[src/rtl/mem_port_arbiter.sv]
// Arbitrates the single unified memory port between instruction fetch and the
// load/store unit. One transaction is outstanding at a time. LSU has fixed
// priority, except that fetch wins once it has waited through STARVE_MAX
// consecutive LSU grants. LSU accesses are encoded into word address, byte
// enables and lane-replicated store data; load data is aligned and extended
// on return. Misaligned or illegal LSU accesses are answered locally with an
// error response and never reach memory.
module mem_port_arbiter #(
  parameter int unsigned STARVE_MAX = 4
) (
  input  logic        clk,
  input  logic        rst,
  input  logic        if_req_i,
  input  logic [31:0] if_addr_i,
  output logic        if_gnt_o,
  output logic        if_rvalid_o,
  output logic [31:0] if_rdata_o,
  input  logic        ls_req_i,
  input  logic        ls_we_i,
  input  logic [31:0] ls_addr_i,
  input  logic [1:0]  ls_size_i,
  input  logic        ls_sign_i,
  input  logic [31:0] ls_wdata_i,
  output logic        ls_gnt_o,
  output logic        ls_rvalid_o,
  output logic [31:0] ls_rdata_o,
  output logic        ls_err_o,
  output logic        mem_req_o,
  output logic        mem_we_o,
  output logic [31:0] mem_addr_o,
  output logic [3:0]  mem_be_o,
  output logic [31:0] mem_wdata_o,
  input  logic        mem_gnt_i,
  input  logic        mem_rvalid_i,
  input  logic [31:0] mem_rdata_i
);

  localparam int unsigned CntW = $clog2(STARVE_MAX + 1);

  typedef enum logic {StIdle, StWaitRsp} state_e;
  typedef enum logic {OwnIf, OwnLs} owner_e;

  state_e          state_q, state_d;
  owner_e          owner_q, owner_d;
  logic [1:0]      off_q, off_d;
  logic [1:0]      size_q, size_d;
  logic            sign_q, sign_d;
  logic            we_q, we_d;
  logic [CntW-1:0] starve_q, starve_d;

  logic            if_rvalid_q, if_rvalid_d;
  logic [31:0]     if_rdata_q, if_rdata_d;
  logic            ls_rvalid_q, ls_rvalid_d;
  logic [31:0]     ls_rdata_q, ls_rdata_d;
  logic            ls_err_q, ls_err_d;

  logic            if_gnt, ls_gnt, mem_req, mem_we;
  logic [31:0]     mem_addr, mem_wdata;
  logic [3:0]      mem_be;
  logic [3:0]      st_be;
  logic [31:0]     st_wdata;
  logic [31:0]     ld_shifted, ld_ext;

  // Fetch addresses are word aligned by contract; low bits are dropped.
  logic unused_if_addr;
  assign unused_if_addr = ^if_addr_i[1:0];

  // Arbitration: LSU first unless fetch has hit the starvation limit.
  logic starve_hit, sel_ls, sel_if, ls_misal, ls_illegal, ls_bad;
  assign starve_hit = if_req_i && (starve_q == CntW'(STARVE_MAX));
  assign sel_ls     = ls_req_i && !starve_hit;
  assign sel_if     = if_req_i && !sel_ls;
  assign ls_misal   = (ls_size_i == 2'b01 && ls_addr_i[0]) ||
                      (ls_size_i == 2'b10 && ls_addr_i[1:0] != 2'b00);
  assign ls_illegal = (ls_size_i == 2'b11) ||
                      (ls_size_i == 2'b10 && !ls_we_i && ls_sign_i);
  assign ls_bad     = ls_misal || ls_illegal;

  // Store byte enables and lane-replicated write data.
  always_comb begin
    st_be    = 4'b1111;
    st_wdata = ls_wdata_i;
    case (ls_size_i)
      2'b00: begin
        st_be    = 4'b0001 << ls_addr_i[1:0];
        st_wdata = {4{ls_wdata_i[7:0]}};
      end
      2'b01: begin
        st_be    = 4'b0011 << {ls_addr_i[1], 1'b0};
        st_wdata = {2{ls_wdata_i[15:0]}};
      end
      default: ;
    endcase
  end

  // Load alignment and extension; sign_q = 0 means signed.
  always_comb begin
    ld_shifted = mem_rdata_i >> {off_q, 3'b000};
    case (size_q)
      2'b00:   ld_ext = {{24{~sign_q & ld_shifted[7]}}, ld_shifted[7:0]};
      2'b01:   ld_ext = {{16{~sign_q & ld_shifted[15]}}, ld_shifted[15:0]};
      default: ld_ext = ld_shifted;
    endcase
  end

  // Next-state, port drive, response capture and starvation counting.
  always_comb begin
    state_d     = state_q;
    owner_d     = owner_q;
    off_d       = off_q;
    size_d      = size_q;
    sign_d      = sign_q;
    we_d        = we_q;
    starve_d    = starve_q;
    if_gnt      = 1'b0;
    ls_gnt      = 1'b0;
    mem_req     = 1'b0;
    mem_we      = 1'b0;
    mem_addr    = '0;
    mem_be      = '0;
    mem_wdata   = '0;
    if_rvalid_d = 1'b0;
    if_rdata_d  = '0;
    ls_rvalid_d = 1'b0;
    ls_rdata_d  = '0;
    ls_err_d    = 1'b0;

    unique case (state_q)
      StIdle: begin
        if (sel_ls && ls_bad) begin
          // Answered locally: grant now, error response next cycle.
          ls_gnt      = 1'b1;
          ls_rvalid_d = 1'b1;
          ls_err_d    = 1'b1;
        end else if (sel_ls) begin
          mem_req   = 1'b1;
          mem_we    = ls_we_i;
          mem_addr  = {ls_addr_i[31:2], 2'b00};
          mem_be    = ls_we_i ? st_be : 4'b1111;
          mem_wdata = ls_we_i ? st_wdata : '0;
          if (mem_gnt_i) begin
            ls_gnt  = 1'b1;
            state_d = StWaitRsp;
            owner_d = OwnLs;
            off_d   = ls_addr_i[1:0];
            size_d  = ls_size_i;
            sign_d  = ls_sign_i;
            we_d    = ls_we_i;
          end
        end else if (sel_if) begin
          mem_req  = 1'b1;
          mem_addr = {if_addr_i[31:2], 2'b00};
          mem_be   = 4'b1111;
          if (mem_gnt_i) begin
            if_gnt  = 1'b1;
            state_d = StWaitRsp;
            owner_d = OwnIf;
            off_d   = 2'b00;
            size_d  = 2'b10;
            sign_d  = 1'b0;
            we_d    = 1'b0;
          end
        end
      end
      StWaitRsp: begin
        if (mem_rvalid_i) begin
          state_d = StIdle;
          if (owner_q == OwnIf) begin
            if_rvalid_d = 1'b1;
            if_rdata_d  = mem_rdata_i;
          end else begin
            ls_rvalid_d = 1'b1;
            ls_rdata_d  = we_q ? '0 : ld_ext;
          end
        end
      end
      default: state_d = StIdle;
    endcase

    if (!if_req_i || if_gnt) begin
      starve_d = '0;
    end else if (ls_gnt && starve_q != CntW'(STARVE_MAX)) begin
      starve_d = starve_q + CntW'(1);
    end
  end

  // State and registered responses, synchronous reset.
  always_ff @(posedge clk) begin
    if (rst) begin
      state_q     <= StIdle;
      owner_q     <= OwnIf;
      off_q       <= '0;
      size_q      <= '0;
      sign_q      <= 1'b0;
      we_q        <= 1'b0;
      starve_q    <= '0;
      if_rvalid_q <= 1'b0;
      if_rdata_q  <= '0;
      ls_rvalid_q <= 1'b0;
      ls_rdata_q  <= '0;
      ls_err_q    <= 1'b0;
    end else begin
      state_q     <= state_d;
      owner_q     <= owner_d;
      off_q       <= off_d;
      size_q      <= size_d;
      sign_q      <= sign_d;
      we_q        <= we_d;
      starve_q    <= starve_d;
      if_rvalid_q <= if_rvalid_d;
      if_rdata_q  <= if_rdata_d;
      ls_rvalid_q <= ls_rvalid_d;
      ls_rdata_q  <= ls_rdata_d;
      ls_err_q    <= ls_err_d;
    end
  end

  // Every output is forced low while reset is held.
  assign if_gnt_o    = if_gnt & ~rst;
  assign ls_gnt_o    = ls_gnt & ~rst;
  assign mem_req_o   = mem_req & ~rst;
  assign mem_we_o    = mem_we & ~rst;
  assign mem_addr_o  = rst ? '0 : mem_addr;
  assign mem_be_o    = rst ? '0 : mem_be;
  assign mem_wdata_o = rst ? '0 : mem_wdata;
  assign if_rvalid_o = if_rvalid_q & ~rst;
  assign if_rdata_o  = rst ? '0 : if_rdata_q;
  assign ls_rvalid_o = ls_rvalid_q & ~rst;
  assign ls_rdata_o  = rst ? '0 : ls_rdata_q;
  assign ls_err_o    = ls_err_q & ~rst;

endmodule

[config.mk]
export PLATFORM = sky130hd
export DESIGN_NAME = mem_port_arbiter
export DESIGN_NICKNAME = d
export VERILOG_FILES = /design/src/rtl/mem_port_arbiter.sv
export SDC_FILE = /design/constraint.sdc
export NUM_CORES = 1
export LEC_CHECK = 0
export BUFFER_PORTS_ARGS = -buffer_cell sky130_fd_sc_hd__buf_2
export CAP_MARGIN = 20
export CORE_MARGIN = 3
export CORE_UTILIZATION = 30
export CTS_BUF_LIST = sky130_fd_sc_hd__clkbuf_16
export DETAILED_ROUTE_END_ITERATION = 6
export GPL_TIMING_DRIVEN = 0
export SLEW_MARGIN = 20
export SYNTH_ARGS = -nofsm -noshare
export SYNTH_HDL_FRONTEND = slang
export SYNTH_SLANG_ARGS = --single-unit
[constraint.sdc]
create_clock -name clk -period 4.3 [get_ports clk]
set_input_delay 0.86 -clock clk [delete_from_list [all_inputs] [get_ports clk]]
set_output_delay 0.86 -clock clk [all_outputs]
set_load 0.05 [all_outputs]
After elaboration in Yosys (flattened, before gate mapping)
Index checks and enable logic that the tools add are counted.
- output and inout bits: 139
- flip-flop bits (word level): 78
- add/subtract/negate cells: 1
- multiplexer cells: 61
- equality and inequality tests: 8
- reductions and logical operators: 27
- bitwise logic cells: 15
- shift-type cells: 3
- operator list (kind ; count):
    2-to-1 mux 32 bit ; 12
    one-hot mux 32 bit (2 select lines) ; 2
    right shift 32 x 5 -> 32 bit ; 1
    2-to-1 mux 1 bit ; 30
    2-to-1 mux 4 bit ; 6
    2-to-1 mux 2 bit ; 8
    bitwise AND 1 bit ; 9
    logical AND 1 bit ; 9
    one-hot mux 4 bit (2 select lines) ; 1
    inverter 1 bit ; 6
    AND reduction 5 bit ; 1
    OR reduction 5 bit ; 1
    equality test 2 x 1 -> 1 bit, second input constant ; 2
    equality test 2 bit, second input constant ; 2
    logical NOT 1 bit ; 4
    logical NOT 2 bit ; 2
    logical OR 1 bit ; 4
    != test 2 bit, second input constant ; 2
    one-hot mux 1 bit (2 select lines) ; 2
    nonzero test 2 bit ; 2
    OR reduction 2 bit ; 2
    OR reduction 4 bit ; 1
    left shift 1 x 2 -> 4 bit, first input constant ; 1
    left shift 2 x 2 -> 4 bit, first input constant ; 1
    other kinds (4) ; 4

Longest topological paths before layout
- depth after elaboration: 12
- mapped depth: 9
- gate-level depth less buffers: 7

Least setup slack after synthesis
OpenSTA, ideal clock, no wires.
- path type: input port to output port
- start: in ls_size_i[0]
- end: out mem_be_o[2]
- data arrival time: 2.870 ns
- cell stages on the path: 6
- slack: 0.570 ns
- data required time: 3.440 ns
- path buffers: 2
- cell sequence: buf_2 > nor3_4 > a21o_1 > buf_2 > o21ai_2 > a211oi_1
- word-level cells in the longest chain between the ends: 9
- elaborated cells on any way between the ends: 18
- those cells by class: eq/ne (3); mux (6); reduce/logical (9)
- ends and longest elaborated chain (what ; RTL line ; text):
    start: declaration ; 21 ; input logic [1:0] ls_size_i,
    branches (longest 6 deep; another with one-hot mux 4 bit (2 select lines)) ; n/a ;
    2-to-1 mux 4 bit * ; 130 ; if (sel_ls && ls_bad) begin
    2-to-1 mux 4 bit * ; 128 ; unique case (state_q)
    2-to-1 mux 4 bit * ; 224 ; assign mem_be_o = rst ? '0 : mem_be;
    end: declaration ; 31 ; output logic [3:0] mem_be_o,
Mark *: on every way between the ends.

Worst setup path after layout
- start: in if_req_i
- end: out mem_addr_o[20]
- word-level cells in the longest chain between the ends: 10
- elaborated cells on any way between the ends: 11
- those cells by class: mux (5); reduce/logical (6)
- ends and longest elaborated chain (what ; RTL line ; text):
    start: declaration ; 13 ; input logic if_req_i,
    logical AND 1 bit ; 70 ; assign starve_hit = if_req_i && (starve_q == CntW'(STARVE_MAX));
    logical NOT 1 bit ; 71 ; assign sel_ls = ls_req_i && !starve_hit;
    logical AND 1 bit ; 71 ;
    logical NOT 1 bit ; 72 ; assign sel_if = if_req_i && !sel_ls;
    logical AND 1 bit ; 72 ;
    2-to-1 mux 32 bit ; 150 ; end else if (sel_if) begin
    2-to-1 mux 32 bit ; 135 ; end else if (sel_ls) begin
    2-to-1 mux 32 bit * ; 130 ;
    2-to-1 mux 32 bit * ; 128 ;
    2-to-1 mux 32 bit * ; 223 ; assign mem_addr_o = rst ? '0 : mem_addr;
    end: declaration ; 30 ; output logic [31:0] mem_addr_o,
Mark *: on every way between the ends. The rest lies on a longest branch, timed or not.

==> reports/qor.csv <==
metric,value,unit
status,completed,
power.leakage,3.17,nW
post_drt_wl_per_cell,15.8,µm
cap_violations,0,
synth_top_area_cell,dfxtp_1,
grt_pass1_wl,25500,µm
drtIter0Drc,201,
coreArea,0.0146,mm²
first_pass_iters,5,
drt-vias-per-instance,4.76,
grt_pass1_vias,4660,
vdd_drop_max,160,µV
die_h,128,µm
seq_area,0.00156,mm²
setup_violations,0,
drc_errors,0,
hold_ws,0.503,ns
required,3.44,ns
end_kind,output port,
fillCellCount,1524,
boundaryPins,277,
drtAntennaViolNets,0,
synth_top_cells_by_count,"dfxtp_1 (78), nor2b_1 (76), a21oi_1 (62), nand2_1 (52), and2_1 (47)",
dpl_worst_slack,0.774,ns
final_cells,1058,
cts-root-buf,clkbuf_16,
rsz0062_at_grt,false,
initial_utilization,0.308,
crit_path_start_kind,input port,
p_per_area,304,mW/mm²
cts_tree,built,
yosys_warnings,0,
slew_viol_final,0,
final_util,0.439,
postSynthAreaPerCell,7.67,µm²
period_share,0.828,
synth_cell_types,48,
hold_violations,0,
yosysSeqAreaShare,0.348,
tightest_slew,0.837,ns
synth_edf_count,0,
placed_cells,1041,
htreeDepth,3,
max_freq,281,MHz
fin_tns_setup,0,ns
area_delta_synth_final,42.6,%
hold_buffers,0,
arrival,2.70,ns
antenna_found_initial,0,
final_nets,1008,
synthCells,586,
place_congestion,0.908,
hp-class,reg2reg,
die_w,128,µm
fin_skew,0.00517,ns
numCtsBuffers,9,
dp_hpwl,13500,µm
setup_ws,0.739,ns
post-cts-setup-buffers,0,
multi_input_area,0.00269,mm²
worstPathMaxFanout,10,
synth_top_cell_area_share,0.348,
syn_area,0.00449,mm²
clkTransAtPathRegs,0.06,ns
routed_wl,16700,µm
yosys-top-cells-area,"dfxtp_1 (35%), nor2b_1 (11%), mux2i_1 (7.1%), a21oi_1 (6.9%), and2_1 (6.5%)",
cts_sinks,78,
port_buffers,270,
overflow,0,
cts.repair.resized,0,
cts.path.max_buffers,2,
crit_type,in2out,
slew_headroom,0.438,
yosysMostFrequentCell,dfxtp_1,
synth_flop_cell,dfxtp_1,
fp.dieArea,0.0165,mm²
clk_latency,0.33,ns
synth-seq-cells,78,
vias,5036,
period_minus_slack,3.56,ns
drive_gt1_frac,0.362,
grt_max_degree,14,
grtUsageTotal,0.195,
num_rows,44,
async_flop_share,0,
[critical path: stages]
cell      delay [ns]
buf_2           0.14
and3_4          0.19
nor2_1          0.11
clkbuf_1        0.37
clkbuf_1        0.38
nand2_1         0.10
a21oi_1         0.23
buf_2           0.31
[flip-flops by register name, summed over array words and instances, names as in the netlist]
register / flops
ls_rdata_q: 32
owner_q: 1
state_q: 1
if_rdata_q: 32
ls_err_q: 1
off_q: 2
starve_q: 3
we_q: 1
size_q: 2
ls_rvalid_q: 1
sign_q: 1
if_rvalid_q: 1
[layer usage]
layer  wire length (µm)  track usage  vias to the layer above
met4                302       0.0587                        0
li1                   -            -                     2548
met3               1230       0.0399                       24
met1               6740        0.234                     2251
met2               8440        0.351                      213
met5                  0            0                        -
[worst paths after layout]
kind,startpoint,end,slack (ns),cells after the start
setup / recovery,if_req_i,mem_addr_o[20],0.74,8
hold / removal,starve_q[1]$_SDFFE_PP0P_,starve_q[1]$_SDFFE_PP0P_,0.50,2
setup reg to reg,off_q[0]$_SDFFE_PP0P_,ls_rdata_q[21]$_SDFF_PP0_,2.43,6
hold reg to reg,starve_q[1]$_SDFFE_PP0P_,starve_q[1]$_SDFFE_PP0P_,0.50,2
[cell families after synthesis]
| logic type | after synthesis | share of synthesized area |
|---|---|---|
| buf+inv | 58 | 0.0565 |
| simple gates | 278 | 0.334 |
| compound gates | 136 | 0.179 |
| flops | 78 | 0.348 |
| mux | 33 | 0.0763 |
| other cells | 1 | 0.000835 |
| fa+ha+maj | 2 | 0.00557 |
[per-stage QoR]
step | cell area (µm²) | total power [mW]
floorplan | 4500 | 1.01
global placement | 6080 | 1.16
detailed placement | 6090 | 1.16
CTS | 6410 | 1.96
global route | 6410 | 2.02
finish | 6410 | 1.95
[report_power, final]
part           leakage (nW)  internal [mW]  switching [mW]  total (mW)
logic                  2.39          0.129           0.278       0.406
clock network         0.157          0.505           0.298       0.803
registers             0.630          0.733         0.00522       0.738
total                  3.17           1.37           0.581        1.95
[cells in the final DEF (no fill, tap or decap), types with 3 or more instances in the layout]
cell / instances
a211oi_1: 20
nand2b_1: 6
inv_1: 8
and2_1: 47
a21oi_1: 62
o21bai_1: 4
nand3_1: 32
buf_2: 281
a21o_1: 4
dfxtp_1: 78
or2_2: 3
mux2i_1: 32
buf_1: 5
clkbuf_16: 9
o21ai_0: 33
nor2_1: 39
nand2_1: 52
clkbuf_1: 30
or3_1: 3
a21oi_2: 5
nor2b_1: 76
nand4_1: 5
[final cells by class]
cell class                 instances  share of cell area
antenna                            1            0.000390
buffer                            50              0.0349
clock buffer                       9              0.0351
clock inverter                     7              0.0141
inverter                           8             0.00469
multi-input combinational        451               0.420
sequential                        78               0.244
tap                              184              0.0359
timing repair buffer             270               0.211
Power figures use the tool's default switching activity.
